<file path="src/rtl/mvu_stream_pkg.sv">
// Shared constants and width helpers for the MVU weight streaming path.
package mvu_stream_pkg;

    localparam int STREAMER_CREDITS = 4;

    function automatic int byte_align(input int w);
        return (w + 7) / 8 * 8;
    endfunction

    // Width of one weight_word_t = logic [PE-1:0][SIMD-1:0][WEIGHT_WIDTH-1:0], PE major.
    function automatic int weight_word_bits(input int pe, input int simd, input int wbits);
        return pe * simd * wbits;
    endfunction

endpackage

</file>
<file path="src/rtl/weight_stream_skid_fifo.sv">
// Two-entry first-word-fall-through register FIFO; slot0 is always the head.
module weight_stream_skid_fifo #(
    parameter int WIDTH = 8
) (
    input  logic             clk,
    input  logic             rst_n,
    input  logic             push,
    input  logic [WIDTH-1:0] din,
    input  logic             pop,
    output logic             empty,
    output logic             full,
    output logic [WIDTH-1:0] head
);

    logic [WIDTH-1:0] slot0;
    logic [WIDTH-1:0] slot1;
    logic [1:0]       count;

    // The head only moves on pop or when filling an empty FIFO, so it is stable while stalled.
    always_ff @(posedge clk or negedge rst_n) begin
        if (!rst_n) begin
            count <= 2'd0;
            slot0 <= '0;
            slot1 <= '0;
        end else begin
            case ({push, pop})
                2'b10: begin
                    if (count == 2'd0) slot0 <= din;
                    else               slot1 <= din;
                    count <= count + 2'd1;
                end
                2'b01: begin
                    slot0 <= slot1;
                    count <= count - 2'd1;
                end
                2'b11: begin
                    if (count == 2'd1) begin
                        slot0 <= din;
                    end else begin
                        slot0 <= slot1;
                        slot1 <= din;
                    end
                end
                default: ;
            endcase
        end
    end

    assign empty = (count == 2'd0);
    assign full  = (count == 2'd2);
    assign head  = slot0;

endmodule

</file>
<file path="src/rtl/mvu_weight_streamer.sv">
// Streams an on-chip NF*SF weight matrix continuously over AXI-Stream, frame after frame.
// Optional runtime weight writes are enabled by defining WEIGHT_STREAMER_CFG_WRITE_EN.
module mvu_weight_streamer
    import mvu_stream_pkg::*;
#(
    parameter int    MW           = 25,
    parameter int    MH           = 4,
    parameter int    SIMD         = 1,
    parameter int    PE           = 1,
    parameter int    WEIGHT_WIDTH = 4,
    parameter string INIT_FILE    = "",
    parameter string RAM_STYLE    = "auto",
    localparam int   NF           = MH / PE,
    localparam int   SF           = MW / SIMD,
    localparam int   DEPTH        = NF * SF,
    localparam int   WW           = weight_word_bits(PE, SIMD, WEIGHT_WIDTH),
    localparam int   WW_BA        = byte_align(WW),
    localparam int   AW           = (DEPTH > 1) ? $clog2(DEPTH) : 1
) (
    input  logic             ap_clk,
    input  logic             ap_rst_n,
    output logic [WW_BA-1:0] m_axis_weights_tdata,
    output logic             m_axis_weights_tvalid,
    input  logic             m_axis_weights_tready,
    output logic             frame_done
`ifdef WEIGHT_STREAMER_CFG_WRITE_EN
    ,
    input  logic             cfg_we,
    input  logic [AW-1:0]    cfg_addr,
    input  logic [WW-1:0]    cfg_wdata
`endif
);

    typedef logic [PE-1:0][SIMD-1:0][WEIGHT_WIDTH-1:0] weight_word_t;

    localparam int            CW        = $clog2(STREAMER_CREDITS + 1);
    localparam logic [AW-1:0] LAST_ADDR = AW'(DEPTH - 1);

    (* ram_style = RAM_STYLE *) weight_word_t mem [DEPTH];

    logic [CW-1:0] credits;
    logic [AW-1:0] rd_addr;
    logic [AW-1:0] issue_addr;
    logic [AW-1:0] beat_addr;
    logic          issue_valid;
    logic          rd_valid;
    weight_word_t  rd_data;
    logic [WW-1:0] fifo_head;
    logic          fifo_empty;
    logic          fifo_full;
    logic          issue;
    logic          beat;
    logic          fifo_ready;
    logic          rd_adv;
    logic          push;

    initial begin
        for (int i = 0; i < DEPTH; i++) mem[i] = '0;
    end

    // Elastic pipeline: each stage holds its word until the next one frees up. With four
    // credits spread over two stages and two FIFO slots, credits>0 always implies a bubble.
    assign beat       = m_axis_weights_tvalid && m_axis_weights_tready;
    assign issue      = (credits != '0);
    assign fifo_ready = !fifo_full || beat;
    assign rd_adv     = !rd_valid || fifo_ready;
    assign push       = rd_valid && fifo_ready;

    always_ff @(posedge ap_clk or negedge ap_rst_n) begin
        if (!ap_rst_n) begin
            credits     <= CW'(STREAMER_CREDITS);
            rd_addr     <= '0;
            issue_addr  <= '0;
            issue_valid <= 1'b0;
            rd_valid    <= 1'b0;
        end else begin
            if (issue && !beat)
                credits <= credits - 1'b1;
            else if (!issue && beat)
                credits <= credits + 1'b1;

            if (issue) begin
                issue_addr <= rd_addr;
                rd_addr    <= (rd_addr == LAST_ADDR) ? '0 : rd_addr + 1'b1;
            end

            if (issue)
                issue_valid <= 1'b1;
            else if (rd_adv)
                issue_valid <= 1'b0;

            if (rd_adv)
                rd_valid <= issue_valid;
        end
    end

    // Memory port is deliberately outside reset so weights survive it.
    always_ff @(posedge ap_clk) begin
`ifdef WEIGHT_STREAMER_CFG_WRITE_EN
        if (cfg_we && (int'(cfg_addr) < DEPTH))
            mem[cfg_addr] <= cfg_wdata;
`endif
        if (rd_adv && issue_valid)
            rd_data <= mem[issue_addr];
    end

    weight_stream_skid_fifo #(
        .WIDTH (WW)
    ) u_skid (
        .clk   (ap_clk),
        .rst_n (ap_rst_n),
        .push  (push),
        .din   (rd_data),
        .pop   (beat),
        .empty (fifo_empty),
        .full  (fifo_full),
        .head  (fifo_head)
    );

    // Beats are counted separately from reads so frame_done tracks accepted words only.
    always_ff @(posedge ap_clk or negedge ap_rst_n) begin
        if (!ap_rst_n) begin
            beat_addr  <= '0;
            frame_done <= 1'b0;
        end else begin
            frame_done <= beat && (beat_addr == LAST_ADDR);
            if (beat)
                beat_addr <= (beat_addr == LAST_ADDR) ? '0 : beat_addr + 1'b1;
        end
    end

    assign m_axis_weights_tvalid = !fifo_empty;
    assign m_axis_weights_tdata  = WW_BA'(fifo_head);

endmodule

</file>
<file path="config.mk">
export PLATFORM = sky130hd
export DESIGN_NAME = mvu_weight_streamer
export DESIGN_NICKNAME = d
export VERILOG_FILES = /design/src/rtl/mvu_stream_pkg.sv /design/src/rtl/weight_stream_skid_fifo.sv /design/src/rtl/mvu_weight_streamer.sv
export SDC_FILE = /design/constraint.sdc
export NUM_CORES = 1
export LEC_CHECK = 0
export ABC_AREA = 1
export BUFFER_PORTS_ARGS = -buffer_cell sky130_fd_sc_hd__buf_4
export CORE_MARGIN = 3
export CORE_UTILIZATION = 47
export DETAILED_ROUTE_END_ITERATION = 8
export MAX_ROUTING_LAYER = met4
export PLACE_DENSITY = 0.71
export SLEW_MARGIN = 20
export SYNTH_ARGS = -nofsm -noshare
export SYNTH_HDL_FRONTEND = slang
export SYNTH_SLANG_ARGS = --single-unit
export TNS_END_PERCENT = 1
</file>
<file path="constraint.sdc">
create_clock -name ap_clk -period 1.83 [get_ports ap_clk]
set_clock_uncertainty 0.1 [all_clocks]
set_input_delay 0.0915 -clock ap_clk [delete_from_list [all_inputs] [get_ports ap_clk]]
set_output_delay 0.0915 -clock ap_clk [all_outputs]
set_load 0.02 [all_outputs]
</file>
==> results.json, run 1 <==
{
  "drt-total-wl_um": 1420,
  "synth_edf_count": 0,
  "grt_pass1_wl_um": 2460,
  "place.gp.congestion": 0.832,
  "clockBufferDepth": 2,
  "worstPathCellList": "nor3_2 > inv_1 > ha_2 > inv_2 > fa_2 > a21oi_2 > o21ai_1 > xnor2_1",
  "grt_pass1_vias": 564,
  "start_kind": "flip-flop",
  "die_w_um": 48.5,
  "diodes": 0,
  "maxSlewViolCount": 0,
  "drtPass1Iterations": 4,
  "setup_tns_ns": 0,
  "synth_ff_type": "dfrtp_1",
  "cpPeakStageDelay_ns": 0.57,
  "die_y_um": 48.5,
  "drive_above_1_share": 0.234,
  "die_area_um2": 2350,
  "dp.cells": 126,
  "ir_drop_v": 0.00101,
  "vias": 607,
  "grt_setup_unrepaired": "true",
  "grt_max_degree": 16,
  "hpwlAfterDp_um": 1020,
  "syn-cell-area_um2": 848,
  "cts-root-buf": "clkbuf_4",
  "cp-end-kind": "flip-flop",
  "portBuffers": 4,
  "yosys_register_bits": 15,
  "h-tree-depth": 1,
  "worstPathArrival_ns": 1.91,
  "crit_fanout": 3,
  "cts.sinks": 15,
  "r2r_setup_slack_ns": 0.03,
  "ff2ff_path_depth": 8,
  "cpMaxStageDelayCell": "dfstp_2",
  "ant_nets": 0,
  "netlist_instances": 97,
  "overflow": 0,
  "hold_violations": 0,
  "final_nets": 115,
  "fmax_ghz": 0.555,
  "worstSkewPairLatency_ns": 0.28,
  "grtUsageTotal": 0.135,
  "max_cap_violations": 0,
  "cts_setup_buffers": 0,
  "min_period_over_period": 0.984,
  "drt-initial-drc-count": 16,
  "ys_seq_area_frac": 0.444,
  "yosys_warnings": 0,
  "critPathKind": "reg -> reg",
  "via_per_inst": 4.63,
  "fp.coreArea_um2": 1590,
  "status": "completed",
  "syn2layout_area_growth_pct": 11.5,
  "syn_area_per_cell_um2": 8.75,
  "timing.rr.end": "credits[2]$_DFFE_PN1P_",
  "critPathBufInv": 2,
  "post-route-min-period_ns": 1.80,
  "initial_core_util": 0.532,
  "clk_pin_slew_ns": 0.10,
  "rows": 14,
  "power_density_nw_per_um2": 1700,
  "p_leak_nw": 0.486,
  "cts_tree": "built",
  "synth_async_sr_flop_share": 1.00,
  "final_cell_count_no_fill": 131,
  "setup_violations": 0,
  "cts_buffers": 3,
  "num_io_pins": 13,
  "antenna_found_initial": 0,
  "wl_per_cell_um": 10.8,
  "hold_class": "in -> async",
  "crit_family": "flip-flops",
  "r2r_start": "credits[2]$_DFFE_PN1P_",
  "crit_required_ns": 1.94,
  "drc": 0,
  "synth_cell_types": 22
}
==> Yosys cell counts (3+ instances only) <==
library cell   n  area [um^2]
xnor2_1        3         26.3
o21ai_0        5         25.0
buf_4          8         60.1
ha_1           3         37.5
a21oi_1        3         15.0
xor2_1         3         26.3
nor2_2         4         25.0
nor2_1         7         26.3
nand3_1        5         25.0
inv_1         16         60.1
dfrtp_1       14          350
nand2_1       14         52.6
==> flip-flops by register name, indices dropped and copies added, names as in the netlist <==
signal	cells
beat_addr	7
credits	3
frame_done	1
issue_valid	1
rd_valid	1
u_skid.count	2
==> cell usage in the layout, fill, tap and decap left out <==
| cell type | instances |
|---|---|
| a21oi_1 | 2 |
| o21ai_0 | 4 |
| o21ai_2 | 1 |
| fa_2 | 1 |
| nand4_1 | 2 |
| ha_2 | 1 |
| a21oi_2 | 1 |
| nand2_2 | 1 |
| nand3_1 | 5 |
| nor2_2 | 4 |
| buf_4 | 6 |
| nor3_1 | 1 |
| nor2_8 | 1 |
| xor2_1 | 3 |
| inv_2 | 2 |
| xnor2_1 | 3 |
| inv_1 | 15 |
| o21ai_1 | 1 |
| dfrtp_1 | 14 |
| dfstp_2 | 1 |
| conb_1 | 8 |
| ha_1 | 2 |
| dlygate4sd3_1 | 1 |
| nor3_2 | 1 |
| nor2_1 | 7 |
| o31ai_2 | 1 |
| nand2_1 | 14 |
| clkbuf_4 | 3 |
| clkinv_2 | 1 |
==> stage by stage <==
step | hold WS, ns | setup slack [ns] | utilization | area, um^2 | power, mW
5_1_grt | 0.105 | -0.0652 | 0.593 | 946 | 1.75
3_5_place_dp | -0.140 | 0.0165 | 0.558 | 890 | 1.35
3_3_place_gp | -0.139 | 0.0952 | 0.558 | 890 | 1.32
6_report | 0.0891 | 0.0289 | 0.593 | 946 | 1.61
4_1_cts | 0.0921 | 0.00777 | 0.582 | 927 | 1.55
2_1_floorplan | -0.304 | 0.0311 | - | 875 | 1.18
==> how the worst max path moves through the flow <==
stage / cells past startpoint / end / from / slack, ns
2_1_floorplan: 7 / credits[2]$_DFFE_PN1P_ / u_skid.count[0]$_DFFE_PN0P_ / 0.03
3_3_place_gp: 8 / credits[2]$_DFFE_PN1P_ / credits[2]$_DFFE_PN1P_ / 0.1
3_5_place_dp: 8 / credits[2]$_DFFE_PN1P_ / credits[2]$_DFFE_PN1P_ / 0.02
4_1_cts: 8 / credits[2]$_DFFE_PN1P_ / credits[2]$_DFFE_PN1P_ / 0.008
5_1_grt: 7 / credits[2]$_DFFE_PN1P_ / u_skid.count[1]$_DFFE_PN0P_ / -0.07
6_report: 8 / credits[2]$_DFFE_PN1P_ / credits[2]$_DFFE_PN1P_ / 0.03
==> worst reg2reg max path: stages, from the launching register on <==
cell and delay, ns:
dfstp_2 0.57, nor3_2 0.06, inv_1 0.06, ha_2 0.16, inv_2 0.05, fa_2 0.37, a21oi_2 0.12, o21ai_1 0.09
xnor2_1 0.17
==> area by class of cell <==
cell class,count,area [um^2]
fillers,150,648
multi-input cells,64,393
flip-flops and latches,15,377
inverters,17,63.8
repair buffers,7,55.1
well taps,24,30.0
clock buffers,3,22.5
clock inverters,1,5.00
==> kinds of logic after synthesis <==
kind of cell	count (synthesis)	synth area share
AND/OR/NAND/NOR	36	0.209
buffers and inverters	25	0.146
flip-flops	15	0.444
AO/OA/AOI/OAI	10	0.0664
XOR/XNOR	6	0.0620
adder cells (fa/ha/maj)	4	0.0679
other	1	0.00442
==> per-layer routing <==
layer,routed length [um],vias up,global-route usage
met5,0,-,-
li1,-,304,-
met4,12,0,0.0569
met1,680,286,0.179
met3,69,2,0.0276
met2,657,15,0.204
==> repair_timing <==
item                                    CTS  global route
gates resized for setup                   0             7
endpoints found under the hold margin    15             0
endpoints found under the setup margin    0             3
hold buffers                              1             0
==> where the power goes <==
| part | internal, mW | leakage [nW] | switching [mW] |
|---|---|---|---|
| sequential | 0.503 | 0.174 | 0.152 |
| clock | 0.0810 | 0.0177 | 0.107 |
| combinational | 0.337 | 0.294 | 0.425 |
Note: power is estimated with default switching activity, not from simulation.
==> run 2: changes to the inputs <==
PLACE_DENSITY = 0.68   (was 0.71)
clock period = 1.8 ns   (was 1.83 ns; I/O delays follow)
==> results.json, run 2 (same netlist as run 1, synthesis figures left out) <==
{
  "grtUsageTotal": 0.138,
  "critPathBufInv": 1,
  "post-route-min-period_ns": 1.77,
  "worstPathCellList": "o21ai_2 > ha_4 > inv_4 > fa_2 > a21oi_2 > o21ai_2 > xnor2_1",
  "crit_family": "adder cells",
  "largest_register_ffs": 7,
  "max_cap_violations": 0,
  "vias": 590,
  "top_layer_used": "met4",
  "die_w_um": 48.5,
  "grt_pass1_vias": 560,
  "diodes": 0,
  "cpPeakStageDelay_ns": 0.44,
  "worstPathArrival_ns": 1.88,
  "maxSlewViolCount": 0,
  "critPathKind": "reg -> reg",
  "met1Wirelength_um": 632,
  "fmax_ghz": 0.566,
  "num_io_pins": 13,
  "via_per_inst": 4.47,
  "drive_above_1_share": 0.259,
  "routed-wl-met2_um": 604,
  "ir_drop_v": 0.00106,
  "drt-total-wl_um": 1320,
  "initial_core_util": 0.532,
  "drtPass1Iterations": 4,
  "min_period_over_period": 0.981,
  "die_y_um": 48.5,
  "die_area_um2": 2350,
  "cts-root-buf": "clkbuf_4",
  "wl_met3_um": 66,
  "worstSkewPairLatency_ns": 0.29,
  "rows": 14,
  "crit_required_ns": 1.91,
  "syn2layout_area_growth_pct": 15.0,
  "clockBufferDepth": 2,
  "power_density_nw_per_um2": 1750,
  "combPwrFrac": 0.495,
  "grt_setup_unrepaired": "true",
  "status": "completed",
  "n_fill_cell": 142,
  "place.gp.congestion": 0.791,
  "top_register": "beat_addr",
  "cts.sinks": 15,
  "cts_tree": "built",
  "wl_per_cell_um": 9.98,
  "cpMaxStageDelayCell": "dfrtp_1",
  "p_sw_frac": 0.418,
  "hpwlAfterDp_um": 983,
  "final_cell_mix": "14 x inv_1, 14 x nand2_1, 13 x dfrtp_1, 8 x conb_1",
  "p_seq_frac": 0.393,
  "cts_buffers": 3,
  "start_kind": "flip-flop",
  "ant_nets": 0,
  "grt_max_degree": 16,
  "cp-end-kind": "flip-flop",
  "cellInternalPower_uw": 996,
  "clk_pin_slew_ns": 0.09,
  "p_leak_nw": 0.492,
  "antenna_found_initial": 0,
  "crit_fanout": 3,
  "utilization": 0.612,
  "overflow": 0,
  "fp.coreArea_um2": 1590,
  "p_sw_uw": 714,
  "drc": 0,
  "holdWs_ns": 0.0814,
  "reg_top3": "beat_addr (7), credits (3), u_skid.count (2)",
  "hold_violations": 0,
  "h-tree-depth": 1,
  "portBuffers": 4,
  "setup_violations": 0,
  "crit_top_cell": "o21ai_2",
  "hold_class": "in -> async",
  "drt-initial-drc-count": 7,
  "p_clk_frac": 0.113,
  "final_nets": 116,
  "grt_pass1_wl_um": 2480
}
==> run 2: layout make-up <==
| cell class | count | area [um^2] | area share |
|---|---|---|---|
| clock buffers | 4 | 26.3 | 0.0269 |
| flip-flops and latches | 15 | 378 | 0.387 |
| multi-input cells | 64 | 413 | 0.423 |
| well taps | 24 | 30.0 | 0.0308 |
| repair buffers | 8 | 62.6 | 0.0641 |
| inverters | 17 | 66.3 | 0.0679 |
==> run 2: final timing paths <==
| kind | endpoint | slack [ns] | from | depth (start not counted) |
|---|---|---|---|---|
| min in group ap_clk | rd_valid$_DFFE_PN0P_ | 0.11 | m_axis_weights_tready | 4 |
| min | u_skid.count[0]$_DFFE_PN0P_ | 0.08 | ap_rst_n | 2 |
| max reg2reg | credits[2]$_DFFE_PN1P_ | 0.03 | u_skid.count[1]$_DFFE_PN0P_ | 7 |
| min reg2reg | rd_valid$_DFFE_PN0P_ | 0.35 | issue_valid$_DFFE_PN0P_ | 2 |
| max | credits[2]$_DFFE_PN1P_ | 0.03 | u_skid.count[1]$_DFFE_PN0P_ | 7 |
| max in group asynchronous | credits[2]$_DFFE_PN1P_ | 1.27 | ap_rst_n | 2 |
==> run 2: timing repair <==
action	CTS	global route
setup endpoints to repair	1	3
hold buffers	1	0
gates resized for setup	3	11
pin swaps	1	7
buffers inserted	0	1
hold endpoints to repair	15	0
==> run 2: power groups by stage <==
stage	combinational [mW]	clock, mW	sequential, mW
3_5_place_dp	0.715	0	0.654
6_report	0.846	0.193	0.671
3_3_place_gp	0.693	0	0.651
2_1_floorplan	0.566	0	0.632
5_1_grt	0.990	0.214	0.698
4_1_cts	0.753	0.196	0.649
==> run 2: worst reg2reg max path, delay by kind of cell (launching register included) <==
kind                       cells  cell delay [ns]
adders and majority gates      2             0.54
xor gates and xnor gates       1             0.14
AOI/OAI and AO/OA              3             0.44
DFF                            1             0.44
buffers and inverters          1             0.03
==> run 2: through the flow <==
stage / area (um^2) / total power, mW / setup slack, ns / cells / TNS [ns]
2_1_floorplan: 875 / 1.20 / 0.00113 / 104 / 0
6_report: 976 / 1.71 / 0.0345 / 132 / 0
5_1_grt: 976 / 1.90 / -0.0497 / 132 / -0.0497
3_5_place_dp: 890 / 1.37 / -0.0186 / 126 / -0.0186
4_1_cts: 932 / 1.60 / 0.00206 / 131 / 0
3_3_place_gp: 890 / 1.34 / 0.0505 / 126 / 0
==> run 2: routing by layer <==
metal	vias to the layer above	global-route usage
met5	-	-
li1	308	-
met3	2	0.0552
met1	269	0.183
met2	11	0.195
met4	0	0.0427
